**config.mk**
```make
export PLATFORM = sky130hd
export DESIGN_NAME = dcache_sb_drain
export DESIGN_NICKNAME = d
export VERILOG_FILES = /design/src/rtl/dcache_sb_drain_pkg.sv /design/src/rtl/dcache_tag_array.sv /design/src/rtl/dcache_sb_drain.sv
export SDC_FILE = /design/constraint.sdc
export NUM_CORES = 2
export LEC_CHECK = 0
export CORE_ASPECT_RATIO = 0.8
export CORE_MARGIN = 2
export CORE_UTILIZATION = 45
export DETAILED_ROUTE_END_ITERATION = 8
export PLACE_DENSITY_LB_ADDON = 0.15
export REMOVE_ABC_BUFFERS = 1
export SETUP_SLACK_MARGIN = 0.3
export SLEW_MARGIN = 10
export SYNTH_ARGS = -nofsm -noshare
export SYNTH_HDL_FRONTEND = slang
export SYNTH_SLANG_ARGS = --single-unit
```
**constraint.sdc**
```tcl
create_clock -name clk -period 5.3 [get_ports clk]
set_clock_uncertainty 0.05 [all_clocks]
set_input_delay 1.06 -clock clk [delete_from_list [all_inputs] [get_ports clk]]
set_output_delay 1.06 -clock clk [all_outputs]
set_load 0.02 [all_outputs]
```
**src/rtl/dcache_sb_drain_pkg.sv**
```systemverilog
// Shared widths, address-field positions and FSM encodings for the store-buffer drain data cache.
package dcache_sb_drain_pkg;

  localparam int ADDR_WIDTH     = 32;
  localparam int DATA_WIDTH     = 32;
  localparam int SB_WIDTH       = ADDR_WIDTH + DATA_WIDTH;
  localparam int NLINES         = 4;
  localparam int WORDS_PER_LINE = 4;
  localparam int LINE_WIDTH     = DATA_WIDTH * WORDS_PER_LINE;

  localparam int OFF_LSB   = 2;
  localparam int OFF_WIDTH = $clog2(WORDS_PER_LINE);
  localparam int IDX_LSB   = OFF_LSB + OFF_WIDTH;
  localparam int IDX_WIDTH = $clog2(NLINES);
  localparam int TAG_LSB   = IDX_LSB + IDX_WIDTH;
  localparam int TAG_WIDTH = ADDR_WIDTH - TAG_LSB;

  typedef enum logic [1:0] {
    IDLE  = 2'd0,
    EVICT = 2'd1,
    FILL  = 2'd2
  } state_t;

  typedef enum logic {
    SRC_LOAD = 1'b0,
    SRC_SB   = 1'b1
  } src_t;

  function automatic logic [OFF_WIDTH-1:0] addr_off(input logic [ADDR_WIDTH-1:0] a);
    return a[OFF_LSB +: OFF_WIDTH];
  endfunction

  function automatic logic [IDX_WIDTH-1:0] addr_idx(input logic [ADDR_WIDTH-1:0] a);
    return a[IDX_LSB +: IDX_WIDTH];
  endfunction

  function automatic logic [TAG_WIDTH-1:0] addr_tag(input logic [ADDR_WIDTH-1:0] a);
    return a[TAG_LSB +: TAG_WIDTH];
  endfunction

endpackage

```
**src/rtl/dcache_tag_array.sv**
```systemverilog
// Valid/dirty/tag/data storage for the direct-mapped cache, with combinational hit compares
// for the core address and the drain address plus a victim read port.
module dcache_tag_array
  import dcache_sb_drain_pkg::*;
(
  input  logic                  clk,
  input  logic                  reset,
  input  logic [ADDR_WIDTH-1:0] core_addr,
  output logic                  core_hit,
  output logic [DATA_WIDTH-1:0] core_word,
  input  logic [ADDR_WIDTH-1:0] sb_addr,
  output logic                  sb_hit,
  input  logic [IDX_WIDTH-1:0]  victim_idx,
  output logic                  victim_valid,
  output logic                  victim_dirty,
  output logic [TAG_WIDTH-1:0]  victim_tag,
  output logic [LINE_WIDTH-1:0] victim_line,
  input  logic                  wr_en,
  input  logic [ADDR_WIDTH-1:0] wr_addr,
  input  logic [DATA_WIDTH-1:0] wr_data,
  input  logic                  fill_en,
  input  logic [ADDR_WIDTH-1:0] fill_addr,
  input  logic [LINE_WIDTH-1:0] fill_line,
  input  logic                  fill_dirty,
  input  logic                  clean_en,
  input  logic [IDX_WIDTH-1:0]  clean_idx
);

  logic [NLINES-1:0]     valid_q;
  logic [NLINES-1:0]     dirty_q;
  logic [TAG_WIDTH-1:0]  tag_q  [NLINES];
  logic [LINE_WIDTH-1:0] data_q [NLINES];

  logic [IDX_WIDTH-1:0] core_idx;
  logic [IDX_WIDTH-1:0] sb_idx;
  logic [IDX_WIDTH-1:0] wr_idx;
  logic [IDX_WIDTH-1:0] fill_idx;
  logic                 unused_bits;

  assign core_idx = addr_idx(core_addr);
  assign sb_idx   = addr_idx(sb_addr);
  assign wr_idx   = addr_idx(wr_addr);
  assign fill_idx = addr_idx(fill_addr);

  assign core_hit  = valid_q[core_idx] && (tag_q[core_idx] == addr_tag(core_addr));
  assign core_word = data_q[core_idx][int'(addr_off(core_addr))*DATA_WIDTH +: DATA_WIDTH];
  assign sb_hit    = valid_q[sb_idx] && (tag_q[sb_idx] == addr_tag(sb_addr));

  assign victim_valid = valid_q[victim_idx];
  assign victim_dirty = dirty_q[victim_idx];
  assign victim_tag   = tag_q[victim_idx];
  assign victim_line  = data_q[victim_idx];

  assign unused_bits = ^{core_addr[OFF_LSB-1:0], sb_addr[OFF_LSB-1:0],
                         wr_addr[OFF_LSB-1:0], fill_addr[IDX_LSB-1:0]};

  // Only the status bits are reset; tag and data are meaningless while the line is invalid.
  always_ff @(posedge clk) begin
    if (reset) begin
      valid_q <= '0;
      dirty_q <= '0;
    end else begin
      if (fill_en) begin
        valid_q[fill_idx] <= 1'b1;
        dirty_q[fill_idx] <= fill_dirty;
      end else if (wr_en) begin
        dirty_q[wr_idx] <= 1'b1;
      end
      if (clean_en) begin
        dirty_q[clean_idx] <= 1'b0;
      end
    end
  end

  always_ff @(posedge clk) begin
    if (fill_en) begin
      tag_q[fill_idx]  <= addr_tag(fill_addr);
      data_q[fill_idx] <= fill_line;
    end else if (wr_en) begin
      data_q[wr_idx][int'(addr_off(wr_addr))*DATA_WIDTH +: DATA_WIDTH] <= wr_data;
    end
  end

endmodule

```
**src/rtl/dcache_sb_drain.sv**
```systemverilog
// Direct-mapped write-back cache fed by store-buffer drains and core loads.
// Define DCACHE_STATS_EN to add hit/miss/write-back counters.
module dcache_sb_drain
  import dcache_sb_drain_pkg::*;
(
  input  logic                  clk,
  input  logic                  reset,
  input  logic                  is_load,
  input  logic                  is_store,
  input  logic [ADDR_WIDTH-1:0] in_addr,
  input  logic                  sb_valid,
  input  logic [SB_WIDTH-1:0]   sb_entry,
  output logic                  sb_ack,
  output logic [DATA_WIDTH-1:0] out_data,
  output logic                  cache_hit,
  output logic                  stall,
  output logic                  mem_req,
  output logic                  mem_we,
  output logic [ADDR_WIDTH-1:0] mem_addr,
  output logic [LINE_WIDTH-1:0] mem_wdata,
  input  logic [LINE_WIDTH-1:0] mem_rdata,
  input  logic                  mem_ready
`ifdef DCACHE_STATS_EN
  ,
  output logic [31:0]           hit_count,
  output logic [31:0]           miss_count,
  output logic [31:0]           wb_count
`endif
);

  state_t state, next_state;

  logic [ADDR_WIDTH-1:0] miss_addr;
  logic [DATA_WIDTH-1:0] miss_data;
  src_t                  miss_src;

  logic [ADDR_WIDTH-1:0] sb_addr;
  logic [DATA_WIDTH-1:0] sb_data;
  logic                  core_hit, sb_hit;
  logic [DATA_WIDTH-1:0] core_word;
  logic [IDX_WIDTH-1:0]  victim_idx;
  logic                  victim_valid, victim_dirty;
  logic [TAG_WIDTH-1:0]  victim_tag;
  logic [LINE_WIDTH-1:0] victim_line;
  logic                  load_miss, needs_wb, capture;
  logic                  wr_en, fill_en, fill_dirty, clean_en;
  logic [LINE_WIDTH-1:0] fill_line;

  assign sb_addr = sb_entry[SB_WIDTH-1 -: ADDR_WIDTH];
  assign sb_data = sb_entry[DATA_WIDTH-1:0];

  assign load_miss = (state == IDLE) && is_load && !core_hit;
  assign needs_wb  = victim_valid && victim_dirty;

  // In IDLE the victim is the line the pending miss would replace; afterwards it is the captured one.
  always_comb begin
    victim_idx = addr_idx(miss_addr);
    if (state == IDLE) begin
      victim_idx = load_miss ? addr_idx(in_addr) : addr_idx(sb_addr);
    end
  end

  assign cache_hit = (state == IDLE) && core_hit;
  assign out_data  = cache_hit ? core_word : '0;
  assign stall     = (state != IDLE);

  dcache_tag_array u_tags (
    .clk          (clk),
    .reset        (reset),
    .core_addr    (in_addr),
    .core_hit     (core_hit),
    .core_word    (core_word),
    .sb_addr      (sb_addr),
    .sb_hit       (sb_hit),
    .victim_idx   (victim_idx),
    .victim_valid (victim_valid),
    .victim_dirty (victim_dirty),
    .victim_tag   (victim_tag),
    .victim_line  (victim_line),
    .wr_en        (wr_en),
    .wr_addr      (sb_addr),
    .wr_data      (sb_data),
    .fill_en      (fill_en),
    .fill_addr    (miss_addr),
    .fill_line    (fill_line),
    .fill_dirty   (fill_dirty),
    .clean_en     (clean_en),
    .clean_idx    (addr_idx(miss_addr))
  );

  always_ff @(posedge clk) begin
    if (reset) begin
      state     <= IDLE;
      miss_addr <= '0;
      miss_data <= '0;
      miss_src  <= SRC_LOAD;
    end else begin
      state <= next_state;
      if (capture) begin
        miss_addr <= load_miss ? in_addr : sb_addr;
        miss_src  <= load_miss ? SRC_LOAD : SRC_SB;
        miss_data <= sb_data;
      end
    end
  end

  // Load misses take priority over drains; a drain miss merges its word when the fill lands.
  always_comb begin
    next_state = state;
    sb_ack     = 1'b0;
    mem_req    = 1'b0;
    mem_we     = 1'b0;
    mem_addr   = '0;
    mem_wdata  = '0;
    wr_en      = 1'b0;
    fill_en    = 1'b0;
    fill_dirty = 1'b0;
    clean_en   = 1'b0;
    capture    = 1'b0;
    fill_line  = mem_rdata;
    case (state)
      IDLE: begin
        if (load_miss) begin
          capture    = 1'b1;
          next_state = needs_wb ? EVICT : FILL;
        end else if (sb_valid) begin
          if (sb_hit) begin
            wr_en  = 1'b1;
            sb_ack = 1'b1;
          end else begin
            capture    = 1'b1;
            next_state = needs_wb ? EVICT : FILL;
          end
        end
      end
      EVICT: begin
        mem_req   = 1'b1;
        mem_we    = 1'b1;
        mem_addr  = {victim_tag, addr_idx(miss_addr), {IDX_LSB{1'b0}}};
        mem_wdata = victim_line;
        if (mem_ready) begin
          clean_en   = 1'b1;
          next_state = FILL;
        end
      end
      FILL: begin
        mem_req  = 1'b1;
        mem_addr = {miss_addr[ADDR_WIDTH-1:IDX_LSB], {IDX_LSB{1'b0}}};
        if (mem_ready) begin
          fill_en = 1'b1;
          if (miss_src == SRC_SB) begin
            fill_line[int'(addr_off(miss_addr))*DATA_WIDTH +: DATA_WIDTH] = miss_data;
            fill_dirty = 1'b1;
            sb_ack     = 1'b1;
          end
          next_state = IDLE;
        end
      end
      default: next_state = IDLE;
    endcase
  end

`ifdef DCACHE_STATS_EN
  always_ff @(posedge clk) begin
    if (reset) begin
      hit_count  <= '0;
      miss_count <= '0;
      wb_count   <= '0;
    end else begin
      if ((is_load || is_store) && cache_hit) hit_count <= hit_count + 32'd1;
      if ((state == IDLE) && (next_state != IDLE)) miss_count <= miss_count + 32'd1;
      if ((state == EVICT) && mem_ready) wb_count <= wb_count + 32'd1;
    end
  end
`else
  logic unused_store;
  assign unused_store = is_store;
`endif

endmodule

```
==> summary.md <==
| Metric | Value |
|---|---|
| Synth Area in XOR/XNOR | 0.992% |
| Maximum Capacitance Violations | 0 |
| Syn. warnings | 0 |
| R2R Setup Slk | around 1000 ps |
| Post-Synth Simple-Gate Area | under 10% |
| CP arrival | 4550 ps |
| Final WL | 153000 microns |
| Register area share after synthesis | 53.8% |
| Post-synthesis mux area share | 14.7% |
| Gate power share | a little over two fifths |
| Hold Crit Class | reg -> reg |
| GR Util All Layers | 34.4% |
| Critical Path Max Stage Delay | 460 ps |
| Clock power frac | 24.2% |
| Ys async rst share | 0% |
| Setup Viol. Count Final | ~180 |
| Worst path most repeated cell | buf_12 |
| Final Wtd Congestion | about 0.95 |
| Post-synthesis cell type count | 71 |
| Reg-to-Reg End | u_tags.data_q[3][50] |
| Crit path launch | in_addr[31] |
| CTS tree | yes |
| Layout cells sized above 1 | 29.3% |
| Global-route wire length before repair | between 200000 and 250000 microns |
| Worst r2r src | u_tags.tag_q[3][24] |
| Synth Flop Type | edfxtp_1 |
| Sink Count | 689 |
| Post-synth top area cell | edfxtp_1 |
| Pin count of the biggest net entering global routing | 74 |
| Final std cells w/o fill | 4860 |
| Slew Limit Fails | 0 |
| Final-report hold violation count | 0 |
| Layout area overhead | 32.4% |
| Drt wl/cell | 31.4 microns |
| CP required | 4190 ps |
| PnR worst setup slack | -360 ps |
| Yosys reg bits | 689 |
| Setup CP Type | in -> out |
| RSZ-0062 raised after global routing | true |
| PortBufs | 417 |
| DRT Pass-1 Iters | 6 |
| Via count | 32600 |
| Net Sw Power | 8050 uW |
| CP max FO | 23 |
| Fin crit period | 5660 ps |
| Initial Utilization | a little under half |
| Clock root buffer | clkbuf_16 |
| Cts hold-fix bufs | 0 |
| R2r worst-path depth | 14 |
| Sequential share of power | between 30% and 40% |
| Status | finished, violations left |
| NumNets Final | ~4000 |
| DRC | 0 |
| Fin Hold WS | 472 ps |
| Worst-path clk slew | roughly 60 ps |
| Synth Area in Compound Gates | 17.3% |
| Net Sw Frac | 37.8% |
| Cell Rows | 94 |
| Via/cell ratio | between 6 and 7 |
| Final period utilization | 107% |
| Cts bufs inserted | 75 |
| Relative slew slack | a little over a tenth |
| Worst-Skew Late Latency | around 630 ps |
| Cells after Synth | approximately 3000 |
| Design internal power | about 13000 uW |
| Mapped Area | 0.0371 sq mm |
| CP Launch Type | input pin |
| Initial antenna violation count | 11 |
| Critical Path Sink | mem_wdata[63] |
| Worst slack at placement | -1060 ps |
| Post-Synth Adder-Cell Area | 0.405% |
| Grt ovf | 0 |
| Worst-path cell chain | dlygate4sd2_1, o22ai_1, or3_4, a2111oi_4, a41oi_2, mux2i_2, o21ai_4, buf_12, buf_12, buf_12, a211oi_1, a311oi_1, buf_4, clkdlybuf4s15_2 |
| Hpwl dp | 96500 microns |
| Clock buffer depth | 3 |
| Worst-margin pin slew | 1330 ps |
| FMAX | ~180 MHz |
| Initial DRC count | 5089 |
| CP max-delay cell | dlygate4sd2_1 |
| Top post-synthesis cells by area | edfxtp_1 50%, mux4_2 12%, a21oi_1 5.6% |
| EDFF count, synth | 616 |
| Largest family of logic cells by synthesized area | compound AO/OA/AOI/OAI gates |
| Power per cell area | 434 mW/mm^2 |
| Top Ports | 427 |
| Peak VDD IR | 0.396 mV |
| Avg Cell Area, Syn | 12.2 sq um |
| Crit end category | output pin |
| Die span in y | 261 microns |
| Die width | around 320 microns |
| Leak | about 0.018 uW |
| Vias in the first global route | 31500 |
| Placed insts | between 4000 and 5000 |
| Area share of the leading cell type in the synthesized netlist | 49.9% |
| Final antenna-violating net count | 0 |
| CTS H-tree depth | 3 |
| Die area | 0.0848 sq mm |
| Failing checks | negative setup slack |
| Core region area | 0.0820 sq mm |
| Final Util | 59.9% |
-- cells in the final DEF (no fill, tap or decap), types with 23 or more instances in the layout --
cell,Yosys,final
mux2i_1,81,76
a21oi_1,414,413
clkbuf_16,0,88
nor2_1,89,84
mux2_2,23,24
o21ai_0,33,33
clkdlybuf4s50_1,0,235
buf_6,4,36
a211oi_1,135,116
xnor2_1,29,26
edfxtp_1,616,616
dfxtp_1,73,73
mux4_2,190,190
a311oi_1,161,127
nand2_1,315,309
a311oi_2,0,34
a221o_1,26,26
a21boi_0,129,108
buf_12,0,97
inv_1,24,23
and3_1,165,160
buf_2,73,71
buf_4,14,387
nand3_1,60,60
-- worst max-delay path: cells and delay by family --
kind | cells | cell delay [ps]
AO/OA/AOI/OAI | 6 | 1410
AND/OR/NAND/NOR | 1 | 370
multiplexers | 1 | 210
buffers and inverters | 6 | 1450
-- registers in the layout, summed over array words and instances (netlist names) --
signal	count
u_tags.data_q	512
u_tags.tag_q	104
miss_data	32
miss_addr	30
u_tags.dirty_q	4
u_tags.valid_q	4
state	2
miss_src	1
-- power by group through the flow --
stage          Clock [uW]  Sequential [uW]  Combinational [uW]
6_report             5150             7040                9120
5_1_grt              5400             7090                9440
4_1_cts              5180             7010                8320
3_5_place_dp            0             7120                7940
3_3_place_gp            0             7060                7810
2_1_floorplan           0             6980                3840
-- through the flow --
step	area, sq um	TNS (ps)	total power, uW
after floorplan	35800	-3545250	10800
after global placement	45600	-177370	14900
after detailed placement	45600	-167300	15100
after CTS	48500	-35120	20500
after global routing	49100	-51340	21900
final	49100	-38540	21300
-- synth_stat cells, types with 14 or more instances --
cell type	n
dfxtp_1	73
a21boi_0	129
buf_1	22
xnor2_1	29
mux2i_1	81
mux4_2	190
a21oi_1	414
clkbuf_1	194
a211oi_1	135
and3_1	165
edfxtp_1	616
and2_1	29
a311oi_1	161
a221o_1	26
nor2_1	89
nand3_1	60
o21ai_0	33
buf_4	14
buf_2	73
nand2_1	315
inv_1	24
mux2_2	23
-- kinds of logic (layout without fill, tap and decap cells) --
kind of cell    count (synthesis)  count (layout)
compound gates                960             960
simple gates                  694             694
flops                         689             689
buf+inv                       331            1042
mux                           304             304
xor+xnor                       42              42
fa+ha+maj                      12              12
other cells                     1              13
-- worst min-delay path by stage --
stage | startpoint | to | slack [ps] | cells after the start
after floorplan | u_tags.valid_q[3] | u_tags.valid_q[3] | 420 | 2
after global placement | miss_src | miss_src | 440 | 2
after detailed placement | u_tags.valid_q[3] | u_tags.valid_q[3] | 460 | 2
after CTS | u_tags.valid_q[3] | u_tags.valid_q[3] | 460 | 2
after global routing | miss_addr[25] | u_tags.tag_q[3][19] | 480 | 0
final | u_tags.valid_q[3] | u_tags.valid_q[3] | 470 | 2
-- what timing repair did --
item | CTS | global route
gates cloned | 8 | 9
endpoints found under the hold margin | 0 | 0
pin swaps | 92 | 63
resized for setup | 532 | 273
endpoints found under the setup margin | 188 | 188
setup buffers | 22 | 32
-- metal layers --
layer  part of all wire (%)  routed length, microns  GRT usage (%)
met5                      0                       0              0
met4                    5.0                    7640           15.9
met3                     14                   20900           8.90
met2                     44                   67100           52.0
met1                     37                   57100           46.9
-- layout make-up --
cell class	instances	area [sq um]
Sequential cell	689	20000
Timing Repair Buffer	879	8880
Tap cell	1104	1380
Multi-Input combinational cell	2016	16400
Fill cell	6504	32900
Inverter	24	92.6
Clock buffer	95	2030
Clock inverter	44	354
Antenna cell	9	22.5
(Power assumes the default switching activity.)
